### src/rtl/conv_row_scheduler_if.sv
`default_nettype none
// ============================================================================
// Module      : conv_row_scheduler_if
// Description : Bus bundle between the row scheduler, the image ROM and the
//               convolution engine.
//               ROM side    : rom_en, rom_addr (out), rom_dout (in, 1-cycle lat.)
//               Engine side : win_o, win_valid, out_row (out), conv_done (in)
//               master = scheduler view, slave = ROM/engine view.
// Revision    : 1.0 - initial release
// ============================================================================
interface conv_row_scheduler_if #(
    parameter int W    = 24,
    parameter int PIX  = 8,
    parameter int NIMG = 16,
    parameter int K    = 3
);
    localparam int ADDR_W = $clog2(W * NIMG);
    localparam int ROW_W  = $clog2(W);

    logic                 rom_en;
    logic [ADDR_W-1:0]    rom_addr;
    logic [W*PIX-1:0]     rom_dout;
    logic [K*W*PIX-1:0]   win_o;
    logic                 win_valid;
    logic                 conv_done;
    logic [ROW_W-1:0]     out_row;

    modport master (
        output rom_en, rom_addr, win_o, win_valid, out_row,
        input  rom_dout, conv_done
    );

    modport slave (
        input  rom_en, rom_addr, win_o, win_valid, out_row,
        output rom_dout, conv_done
    );
endinterface
`default_nettype wire

### src/rtl/conv_row_scheduler.sv
`default_nettype none
// ============================================================================
// Module      : conv_row_scheduler
// Description : Streams one image frame from the image ROM into a K-row
//               sliding window for the convolution engine. One window is
//               presented per output row; the block advances on conv_done.
// Ports       : clk        - clock
//               rstn       - synchronous active-low reset
//               start      - raw button level (asynchronous, synchronised here)
//               img_sel    - image index, latched on the accepted start edge
//               busy       - frame in progress
//               frame_done - one-cycle pulse after the last window is consumed
//               bus        - ROM read port and engine window port (master)
// Revision    : 1.0 - initial release
// ============================================================================
module conv_row_scheduler #(
    parameter int W    = 24,
    parameter int PIX  = 8,
    parameter int NIMG = 16,
    parameter int K    = 3
) (
    input  wire logic                    clk,
    input  wire logic                    rstn,
    input  wire logic                    start,
    input  wire logic [$clog2(NIMG)-1:0] img_sel,
    output logic                         busy,
    output logic                         frame_done,
    conv_row_scheduler_if.master         bus
);
    localparam int ADDR_W   = $clog2(W * NIMG);
    localparam int ROW_W    = $clog2(W);
    localparam int SEL_W    = $clog2(NIMG);
    localparam int CNT_W    = $clog2(K + 1);
    localparam int ROW_BITS = W * PIX;

    localparam logic [2:0] S_IDLE    = 3'd0;
    localparam logic [2:0] S_PRIME   = 3'd1;
    localparam logic [2:0] S_PRESENT = 3'd2;
    localparam logic [2:0] S_FETCH   = 3'd3;
    localparam logic [2:0] S_SHIFT   = 3'd4;
    localparam logic [2:0] S_DONE    = 3'd5;

    localparam logic [ADDR_W-1:0] C_W_ADDR   = ADDR_W'(W);
    localparam logic [ADDR_W-1:0] C_K_ADDR   = ADDR_W'(K);
    localparam logic [ROW_W-1:0]  C_LAST_ROW = ROW_W'(W - K);
    localparam logic [CNT_W-1:0]  C_K_CNT    = CNT_W'(K);

    logic [2:0]            state_q, state_d;
    logic                  s1_q, s2_q;
    logic [SEL_W-1:0]      sel_q;
    logic [CNT_W-1:0]      cnt_q;
    logic [ROW_W-1:0]      out_row_q;
    logic [K*ROW_BITS-1:0] win_q;
    logic                  rd_q;
    logic [ADDR_W-1:0]     addr_hold_q;

    logic                  w_edge;
    logic                  w_last;
    logic                  w_rom_en;
    logic [ADDR_W-1:0]     w_row_idx;
    logic [ADDR_W-1:0]     w_addr;

    assign w_edge = s1_q & ~s2_q;
    assign w_last = (out_row_q == C_LAST_ROW);

    // PRIME reads rows 0..K-1 by counter; FETCH reads the row just past the window.
    assign w_row_idx = (state_q == S_PRIME) ? ADDR_W'(cnt_q) : (ADDR_W'(out_row_q) + C_K_ADDR);
    assign w_addr    = (ADDR_W'(sel_q) * C_W_ADDR) + w_row_idx;

    // State register
    always_ff @(posedge clk) begin
        if (!rstn) begin
            state_q <= S_IDLE;
        end else begin
            state_q <= state_d;
        end
    end

    // Next-state logic
    always_comb begin
        state_d = state_q;
        case (state_q)
            S_IDLE:    if (w_edge) state_d = S_PRIME;
            S_PRIME:   if (cnt_q == C_K_CNT) state_d = S_PRESENT;
            S_PRESENT: if (bus.conv_done) state_d = w_last ? S_DONE : S_FETCH;
            S_FETCH:   state_d = S_SHIFT;
            S_SHIFT:   state_d = S_PRESENT;
            S_DONE:    state_d = S_IDLE;
            default:   state_d = S_IDLE;
        endcase
    end

    // Output logic
    always_comb begin
        w_rom_en      = ((state_q == S_PRIME) && (cnt_q < C_K_CNT)) || (state_q == S_FETCH);
        bus.rom_en    = w_rom_en;
        bus.rom_addr  = w_rom_en ? w_addr : addr_hold_q;
        bus.win_valid = (state_q == S_PRESENT);
        bus.win_o     = win_q;
        bus.out_row   = out_row_q;
        busy          = (state_q != S_IDLE);
        frame_done    = (state_q == S_DONE);
    end

    // Datapath: synchroniser, image latch, prime counter, window and row index
    always_ff @(posedge clk) begin
        if (!rstn) begin
            s1_q        <= 1'b0;
            s2_q        <= 1'b0;
            sel_q       <= '0;
            cnt_q       <= '0;
            out_row_q   <= '0;
            win_q       <= '0;
            rd_q        <= 1'b0;
            addr_hold_q <= '0;
        end else begin
            s1_q <= start;
            s2_q <= s1_q;
            // rd_q marks the cycle in which rom_dout carries the requested row
            rd_q <= w_rom_en;
            if (w_rom_en) begin
                addr_hold_q <= w_addr;
            end
            if ((state_q == S_IDLE) && w_edge) begin
                sel_q     <= img_sel;
                out_row_q <= '0;
            end
            if (state_q == S_PRIME) begin
                cnt_q <= cnt_q + CNT_W'(1);
            end else begin
                cnt_q <= '0;
            end
            // New rows always enter the top slot and push older rows down, so
            // priming and steady-state fetches share one shift path.
            if (rd_q) begin
                win_q <= {bus.rom_dout, win_q[K*ROW_BITS-1:ROW_BITS]};
            end
            if (rd_q && (state_q == S_SHIFT)) begin
                out_row_q <= out_row_q + ROW_W'(1);
            end
        end
    end
endmodule
`default_nettype wire

### src/flat_wrapper.sv
// flat-port wrapper written by rule: the top's interface ports become plain ports
module conv_row_scheduler_flat 
#(
    parameter int W    = 24,
    parameter int PIX  = 8,
    parameter int NIMG = 16,
    parameter int K    = 3
)
  (clk, rstn, start, img_sel, busy, frame_done, bus_rom_en, bus_rom_addr, bus_win_o, bus_win_valid, bus_out_row, bus_rom_dout, bus_conv_done);
  conv_row_scheduler_if #(.W(W), .PIX(PIX), .NIMG(NIMG), .K(K)) bus_i ();
  input  wire logic clk;
  input  wire logic rstn;
  input  wire logic start;
  input  wire logic [$clog2(NIMG)-1:0] img_sel;
  output logic busy;
  output logic frame_done;
  output wire logic [$bits(bus_i.rom_en)-1:0] bus_rom_en;
  output wire logic [$bits(bus_i.rom_addr)-1:0] bus_rom_addr;
  output wire logic [$bits(bus_i.win_o)-1:0] bus_win_o;
  output wire logic [$bits(bus_i.win_valid)-1:0] bus_win_valid;
  output wire logic [$bits(bus_i.out_row)-1:0] bus_out_row;
  input wire logic [$bits(bus_i.rom_dout)-1:0] bus_rom_dout;
  input wire logic [$bits(bus_i.conv_done)-1:0] bus_conv_done;
  assign bus_rom_en = bus_i.rom_en;
  assign bus_rom_addr = bus_i.rom_addr;
  assign bus_win_o = bus_i.win_o;
  assign bus_win_valid = bus_i.win_valid;
  assign bus_out_row = bus_i.out_row;
  assign bus_i.rom_dout = bus_rom_dout;
  assign bus_i.conv_done = bus_conv_done;
  conv_row_scheduler #(.W(W), .PIX(PIX), .NIMG(NIMG), .K(K)) u_core (.clk(clk), .rstn(rstn), .start(start), .img_sel(img_sel), .busy(busy), .frame_done(frame_done), .bus(bus_i));
endmodule
### config.mk
export PLATFORM = sky130hd
export DESIGN_NAME = conv_row_scheduler_flat
export DESIGN_NICKNAME = d
export VERILOG_FILES = /design/src/rtl/conv_row_scheduler_if.sv /design/src/rtl/conv_row_scheduler.sv /design/src/flat_wrapper.sv
export SDC_FILE = /design/constraint.sdc
export NUM_CORES = 1
export LEC_CHECK = 0
export ABC_AREA = 1
export BUFFER_PORTS_ARGS = -buffer_cell sky130_fd_sc_hd__buf_2
export CORE_AREA = 5 5 306 308
export DETAILED_ROUTE_END_ITERATION = 10
export DIE_AREA = 0 0 311 313
export HOLD_SLACK_MARGIN = 0.06
export SLEW_MARGIN = 15
export SYNTH_ARGS = -nofsm -noshare
export SYNTH_HDL_FRONTEND = slang
export SYNTH_SLANG_ARGS = --single-unit
export TNS_END_PERCENT = 50
### constraint.sdc
create_clock -name clk -period 6.5 [get_ports clk]
set_input_delay 0.65 -clock clk [delete_from_list [all_inputs] [get_ports clk]]
set_output_delay 0.65 -clock clk [all_outputs]
set_load 0.05 [all_outputs]
==> run metrics, run 1 <==
run status=completed; Routability Congestion=between 0.8 and 0.9; Worst Path Arrival=~3000 ps; # Post-CTS Setup Buffers=0; Final #Nets=roughly 3600; total die area=around 97000 um^2; number of buffers between clock root and the deepest sink=3; number of DRC violations after detailed routing=0; dominant register cell in the synthesized netlist=sky130_fd_sc_hd__dfxtp_1; initial detailed-routing violation count=about 1800; fraction of synthesized cell area in xor and xnor cells=less than 1%; wire length of the first global-routing pass=between 100 and 150 mm; critical path start-end classification=reg -> out; Routed wire per std cell=around 17 um; maximum number of pins on one net before global-route repair=around 260; Setup-failing EPs final=0; clock root buffer=sky130_fd_sc_hd__clkbuf_16; final hold vios=0; share of synthesized registers carrying an async set or reset=0%; P&R area growth vs syn=33.7%; number of optimization iterations in the first detailed-route pass=5; clock skew after layout=22.0 ps; overflow left after global routing=0; post-route non-filler standard cell count=approximately 4600; Tot Pwr=between 15 and 20 mW; Avg Synthesized Cell Area=7.77 um^2; power density over the cells=~580 nW/um^2; accumulated negative setup slack=0 ps; Post-Synth Adder-Cell Area=less than 1%; register area share after synthesis=57.2%; transition time at the pin with the least slew margin=about 1200 ps; placement-stage cell area=25900 um^2; post-synthesis instance area=roughly 21000 um^2; count of instances resized after the clock tree is built=0; clock-pin slew of the registers on the worst-case setup and hold paths=around 60 ps; overall routed net length=76.8 mm; final worst-path cycle share=between 50% and 60%; final cell utilization of the core=31.0%; Storage cell area=roughly 12000 um^2; Fill cells=between 9000 and 10000; Slew Limit Headroom=between 20% and 30%; count of flip-flops with a built-in enable after synthesis=0; number of global-route vias before repair=between 15000 and 20000; peak ir drop on the vdd network=~0.00028 V; number of antenna violations at the first check in global routing=13; Synth Area in Compound Gates=between 10 and 15%; multiplexer share of the synthesized area=0%; kind of end point of the critical path=output pin; Hold Buf Count CTS=0; Yosys Warn Count=0; number of pins with negative max-slew slack in the final report=0; Via Count=20082; Achievable Freq=~0.27 GHz; row count=around 110; routed vias/inst=about 4.3; static leakage power=approximately 15 nW; time the worst path needs with I/O delays and setup=3680 ps; Hold/Removal Path Class=in -> reg; half-perimeter wire length after placement=52.5 mm; highest net fanout along the worst path=9; share of cells above drive strength 1=around 27%; Yosys reg bits=~600; Die Width=about 310 um; count of nets left with antenna violations after detail routing=0; starting density of the core=a little under a quarter; Die H=approximately 310 um; maximum level of the CTS H-tree=3; TritonCTS clock tree=done; total number of clock tree sinks=around 600; number of distinct library cell variants in the gate-level netlist after synthesis=32; number of buffers created by CTS=71; gate count of the mapped netlist=between 2000 and 3000; core outline area=90800 um^2; number of buffers added on ports=793; number of cells after detailed placement=4503; number of nets in the synthesized netlist=slightly below 3000; required time of the critical path=between 5000 and 6000 ps; later-pin clock latency in the skew report=between 600 and 700 ps; global router's overall resource usage=approximately 15%; Startpoint Class=flop; number of maximum-capacitance violations=0; multi-input gate area in the final layout=8040 um^2; main combinational cell family by area after synthesis=simple AND/OR/NAND/NOR gates; setup repair after global routing missed its margin=no; Final Instance Area=around 28000 um^2; I/O pin total=794; Simple-Gate Fraction of Synth Area=22.6%
## report_power, final
group          switching [mW]  leakage, nW  internal (mW)
clock network            1.61         1.12           2.30
registers               0.701         4.91           4.70
logic                    5.62         8.79           1.34
total                    7.93         14.8           8.34
## cells in the mapped netlist, types with 2 or more instances
cell                       number  area share, %
sky130_fd_sc_hd__nand3_1       10           0.24
sky130_fd_sc_hd__fa_1           2           0.19
sky130_fd_sc_hd__or2_2          3          0.089
sky130_fd_sc_hd__buf_4          2          0.071
sky130_fd_sc_hd__a211oi_1       2          0.071
sky130_fd_sc_hd__dfxtp_1      602             57
sky130_fd_sc_hd__inv_1         32           0.57
sky130_fd_sc_hd__o21ai_2        3           0.12
sky130_fd_sc_hd__a21oi_1       14           0.33
sky130_fd_sc_hd__ha_1          11           0.65
sky130_fd_sc_hd__buf_2         70            1.7
sky130_fd_sc_hd__nand2_4        2           0.11
sky130_fd_sc_hd__nand2_1       43           0.77
sky130_fd_sc_hd__nor3_1         3          0.071
sky130_fd_sc_hd__nor2_1      1184             21
sky130_fd_sc_hd__clkbuf_1     121            2.2
sky130_fd_sc_hd__o21ai_1        2          0.048
sky130_fd_sc_hd__inv_2          3          0.053
sky130_fd_sc_hd__o211ai_2       2           0.12
sky130_fd_sc_hd__xor2_1         2          0.083
sky130_fd_sc_hd__o21ai_0      585             14
sky130_fd_sc_hd__or2_1          2          0.059
## path summary, 6_finish.rpt
check / from / slack, ps / depth (start not counted) / endpoint
max: u_core.bus.out_row[0] / 2820 / 16 / bus_rom_addr[8]
min: bus_rom_dout[142] / 260 / 3 / u_core.bus.win_o[526]
max reg2reg: u_core.rd_q / 3880 / 4 / u_core.bus.win_o[87]
min reg2reg: u_core.s1_q / 430 / 2 / u_core.s2_q
## through the flow
stage	worst slack [ps]	hold WS [ps]
final	2820	259
after global routing	2410	215
after CTS	2750	184
after detailed placement	3440	430
after global placement	3450	416
after floorplan	3240	407
## registers in the layout (all words and copies together) (netlist names)
| signal | flops |
|---|---|
| u_core.addr_hold_q | 9 |
| u_core.bus.out_row | 5 |
| u_core.bus.win_o | 576 |
| u_core.cnt_q | 2 |
| u_core.rd_q | 1 |
| u_core.s1_q | 1 |
| u_core.s2_q | 1 |
| u_core.sel_q | 4 |
| u_core.state_q | 3 |
## cells in the final DEF, fill, tap and decap left out, types with 2 or more instances in the layout
cell | netlist | final
sky130_fd_sc_hd__inv_6 | 0 | 5
sky130_fd_sc_hd__nor2_1 | 1184 | 1184
sky130_fd_sc_hd__ha_1 | 11 | 11
sky130_fd_sc_hd__clkbuf_1 | 121 | 14
sky130_fd_sc_hd__buf_2 | 70 | 792
sky130_fd_sc_hd__a211oi_1 | 2 | 2
sky130_fd_sc_hd__a21oi_1 | 14 | 14
sky130_fd_sc_hd__inv_2 | 3 | 3
sky130_fd_sc_hd__or2_1 | 2 | 2
sky130_fd_sc_hd__o21ai_1 | 2 | 2
sky130_fd_sc_hd__o21ai_2 | 3 | 3
sky130_fd_sc_hd__nand2_4 | 2 | 2
sky130_fd_sc_hd__buf_12 | 0 | 6
sky130_fd_sc_hd__o211ai_2 | 2 | 2
sky130_fd_sc_hd__fa_1 | 2 | 2
sky130_fd_sc_hd__inv_1 | 32 | 32
sky130_fd_sc_hd__xor2_1 | 2 | 2
sky130_fd_sc_hd__clkbuf_16 | 0 | 72
sky130_fd_sc_hd__clkbuf_8 | 0 | 15
sky130_fd_sc_hd__o21ai_0 | 585 | 585
sky130_fd_sc_hd__buf_4 | 2 | 3
sky130_fd_sc_hd__bufinv_16 | 0 | 2
sky130_fd_sc_hd__nand3_1 | 10 | 10
sky130_fd_sc_hd__clkinv_2 | 1 | 12
sky130_fd_sc_hd__nand2_1 | 43 | 43
sky130_fd_sc_hd__diode_2 | 0 | 11
sky130_fd_sc_hd__nor3_1 | 3 | 3
sky130_fd_sc_hd__dfxtp_1 | 602 | 601
sky130_fd_sc_hd__clkinvlp_4 | 0 | 5
sky130_fd_sc_hd__or2_2 | 3 | 3
## per-layer routing
layer  wire [um]  GRT usage (%)
met1       32900           18.8
met2       36500           23.7
met3        5070           3.60
met4        2240           5.85
met5           0              0
## cell type report
class | count | share of cell area [%]
Clock buffer | 101 | 7.31
Antenna cell | 11 | 0.0977
Tap cell | 1186 | 5.27
Inverter | 38 | 0.573
Multi-Input combinational cell | 1875 | 28.5
Sequential cell | 602 | 42.8
Timing Repair Buffer | 802 | 14.6
Clock inverter | 26 | 0.804
## cells by family after synthesis
logic type	Yosys count
compound gates	610
flops	602
simple gates	1250
fa+ha+maj	13
xor+xnor	2
buf+inv	233
## worst max-delay path, cell delays in order, from the launching register on
cell,delay [ps]
sky130_fd_sc_hd__dfxtp_1,490
sky130_fd_sc_hd__inv_1,120
sky130_fd_sc_hd__ha_1,250
sky130_fd_sc_hd__nor2_1,140
sky130_fd_sc_hd__o21ai_0,80
sky130_fd_sc_hd__a21oi_1,230
sky130_fd_sc_hd__ha_1,280
sky130_fd_sc_hd__nand2_1,60
sky130_fd_sc_hd__nor2_1,40
sky130_fd_sc_hd__nor2_1,120
sky130_fd_sc_hd__nor2_1,80
sky130_fd_sc_hd__nand2_1,80
sky130_fd_sc_hd__nand2_1,40
sky130_fd_sc_hd__nand3_1,60
sky130_fd_sc_hd__nand2_1,70
sky130_fd_sc_hd__inv_1,50
sky130_fd_sc_hd__buf_2,250
Power figures use the tool's default switching activity.
==> inputs of run 2 (changes only) <==
==> constraint.sdc (replaced) <==
create_clock -name clk -period 3.65 [get_ports clk]
set_input_delay 0.365 -clock clk [delete_from_list [all_inputs] [get_ports clk]]
set_output_delay 0.365 -clock clk [all_outputs]
set_load 0.05 [all_outputs]
==> run metrics, run 2 (same netlist as run 1, synthesis figures left out) <==
Slew Limit Headroom=15.1% (-5.8 points); total number of clock tree sinks=602 (unchanged); starting density of the core=23.2% (unchanged); P&R area growth vs syn=43.8%; Routability Congestion=0.893 (unchanged); maximum level of the CTS H-tree=3 (unchanged); row count=111 (unchanged); placement-stage cell area=25900 um^2 (+0.27%); clock root buffer=sky130_fd_sc_hd__clkbuf_16; delay of the slowest cell on the worst path=420 ps (-70 ps); number of buffers added on ports=793 (unchanged); static leakage power=15.7 nW (+6.2%); number of antenna violations at the first check in global routing=2 (-11); # Post-CTS Setup Buffers=0 (unchanged); later-pin clock latency in the skew report=630 ps (+20 ps); number of buffers created by CTS=71 (unchanged); final worst-path cycle share=approximately 92%; overall routed net length=79.1 mm (+3.1%); power density over the cells=976 nW/um^2 (+69%); number of buffers between clock root and the deepest sink=3 (unchanged); wire length of the first global-routing pass=118 mm (+4.0%); Die H=313 um (unchanged); number of global-route vias before repair=19645 (+6.2%); Die Width=311 um (unchanged); transition time at the pin with the least slew margin=1270 ps (+86.4 ps); highest net fanout along the worst path=9 (unchanged); Routed wire per std cell=16.4 um (-0.96%); cells along the critical path=inv_1 -> ha_1 -> nor2_1 -> o21ai_0 -> a21oi_1 -> ha_1 -> nand2_1 -> nor2_1 -> nor2_1 -> nor2_1 -> nand2_1 -> nand2_1 -> nand3_1 -> nand2_1 -> inv_1 -> buf_2; Achievable Freq=0.297 GHz; Worst R2R Setup Slack=1390 ps (-2490 ps); number of maximum-capacitance violations=0 (unchanged); final hold vios=0 (unchanged); diodes inserted=0 (-11); core outline area=90800 um^2 (unchanged); share of cells above drive strength 1=25.9% (-1.2 points); number of DRC violations after detailed routing=0 (unchanged); kind of end point of the critical path=output pin; highest-count cells in the layout ignoring fill and taps=1184 x sky130_fd_sc_hd__nor2_1, 792 x sky130_fd_sc_hd__buf_2, 600 x sky130_fd_sc_hd__dfxtp_1; half-perimeter wire length after placement=53.5 mm (+1.9%); time the worst path needs with I/O delays and setup=between 3000 and 4000 ps; Startpoint Class=flop; max reg flops=576 (unchanged); count of nets left with antenna violations after detail routing=0 (unchanged); Setup-failing EPs final=0 (unchanged); accumulated negative setup slack=0 ps (unchanged); CP max-delay cell=sky130_fd_sc_hd__dfxtp_2; clock-pin slew of the registers on the worst-case setup and hold paths=60 ps (about the same); number of pins with negative max-slew slack in the final report=0 (unchanged); TritonCTS clock tree=done; Worst Path Arrival=3000 ps (-30 ps); Via Count=21038 (+4.8%); global router's overall resource usage=15.1% (+0.45 points); routed vias/inst=4.36 (+0.68%); overflow left after global routing=0 (unchanged); initial detailed-routing violation count=2017 (+9.7%); Hold/Removal Path Class=in -> reg; peak ir drop on the vdd network=0.000491 V (+74%); Final #Nets=3804 (+5.6%); number of optimization iterations in the first detailed-route pass=5 (unchanged); Final Instance Area=30300 um^2 (+7.5%); setup repair after global routing missed its margin=no; required time of the critical path=3280 ps (-2570 ps); clock skew after layout=36.7 ps (+14.7 ps); critical path start-end classification=reg -> out; commonest non-fill, non-tap cell in the layout=sky130_fd_sc_hd__nor2_1; total die area=97300 um^2 (unchanged); maximum number of pins on one net before global-route repair=256 (+0.39%); I/O pin total=794 (unchanged); run status=completed
[run 2: worst max-delay path: cells and delay by family, from the launching register on]
family,cells,cell delay (ps)
flops,1,420
buf+inv,3,400
simple gates,9,710
fa+ha+maj,2,520
compound gates,2,340
[run 2: per-layer routing]
layer	up-vias	GRT usage [%]	part of all wire, %
li1	10438	-	-
met5	-	0	0
met1	9787	19.2	42
met3	144	3.44	6.3
met2	669	24.8	48
met4	0	6.08	3.3
[run 2: cell type report]
type / instances / area (um^2)
inverter: 38 / 161
fill: 9606 / 60500
timing repair buffer: 1003 / 6140
clock inverter: 30 / 399
sequential: 602 / 12100
clock buffer: 95 / 2020
multi-input combinational: 1875 / 8040
tap: 1186 / 1480
[run 2: timing repair]
item | CTS | global route
setup endpoints to repair | 0 | 3
hold buffers | 195 | 0
gates resized for setup | 0 | 1
hold endpoints to repair | 195 | 0
[run 2: final timing paths]
kind,cells after the start,end,startpoint
setup / recovery,16,bus_rom_addr[8],u_core.bus.out_row[0]
hold / removal,3,u_core.bus.win_o[385],bus_rom_dout[1]
hold reg to reg,2,u_core.s2_q,u_core.s1_q
setup reg to reg,14,u_core.addr_hold_q[8],u_core.bus.out_row[0]
[run 2: report_power, final]
group | total, mW | internal (mW) | leakage, nW | switching, mW
combinational | 12.6 | 2.56 | 9.63 | 10.1
clock | 7.31 | 4.36 | 1.19 | 2.95
sequential | 9.64 | 8.36 | 4.91 | 1.28
[run 2: per-stage QoR]
step           power, mW  std cells  setup slack [ps]  util (%)  hold slack [ps]
4_1_cts             29.8       4829              98.5      33.4             85.9
3_5_place_dp        22.2       4509               812      28.5              435
6_report            29.6       4829               285      33.4              144
2_1_floorplan       18.8       2710               674         -              407
5_1_grt             31.1       4829              1.17      33.4              127
3_3_place_gp        22.1       4509               855      28.5              428
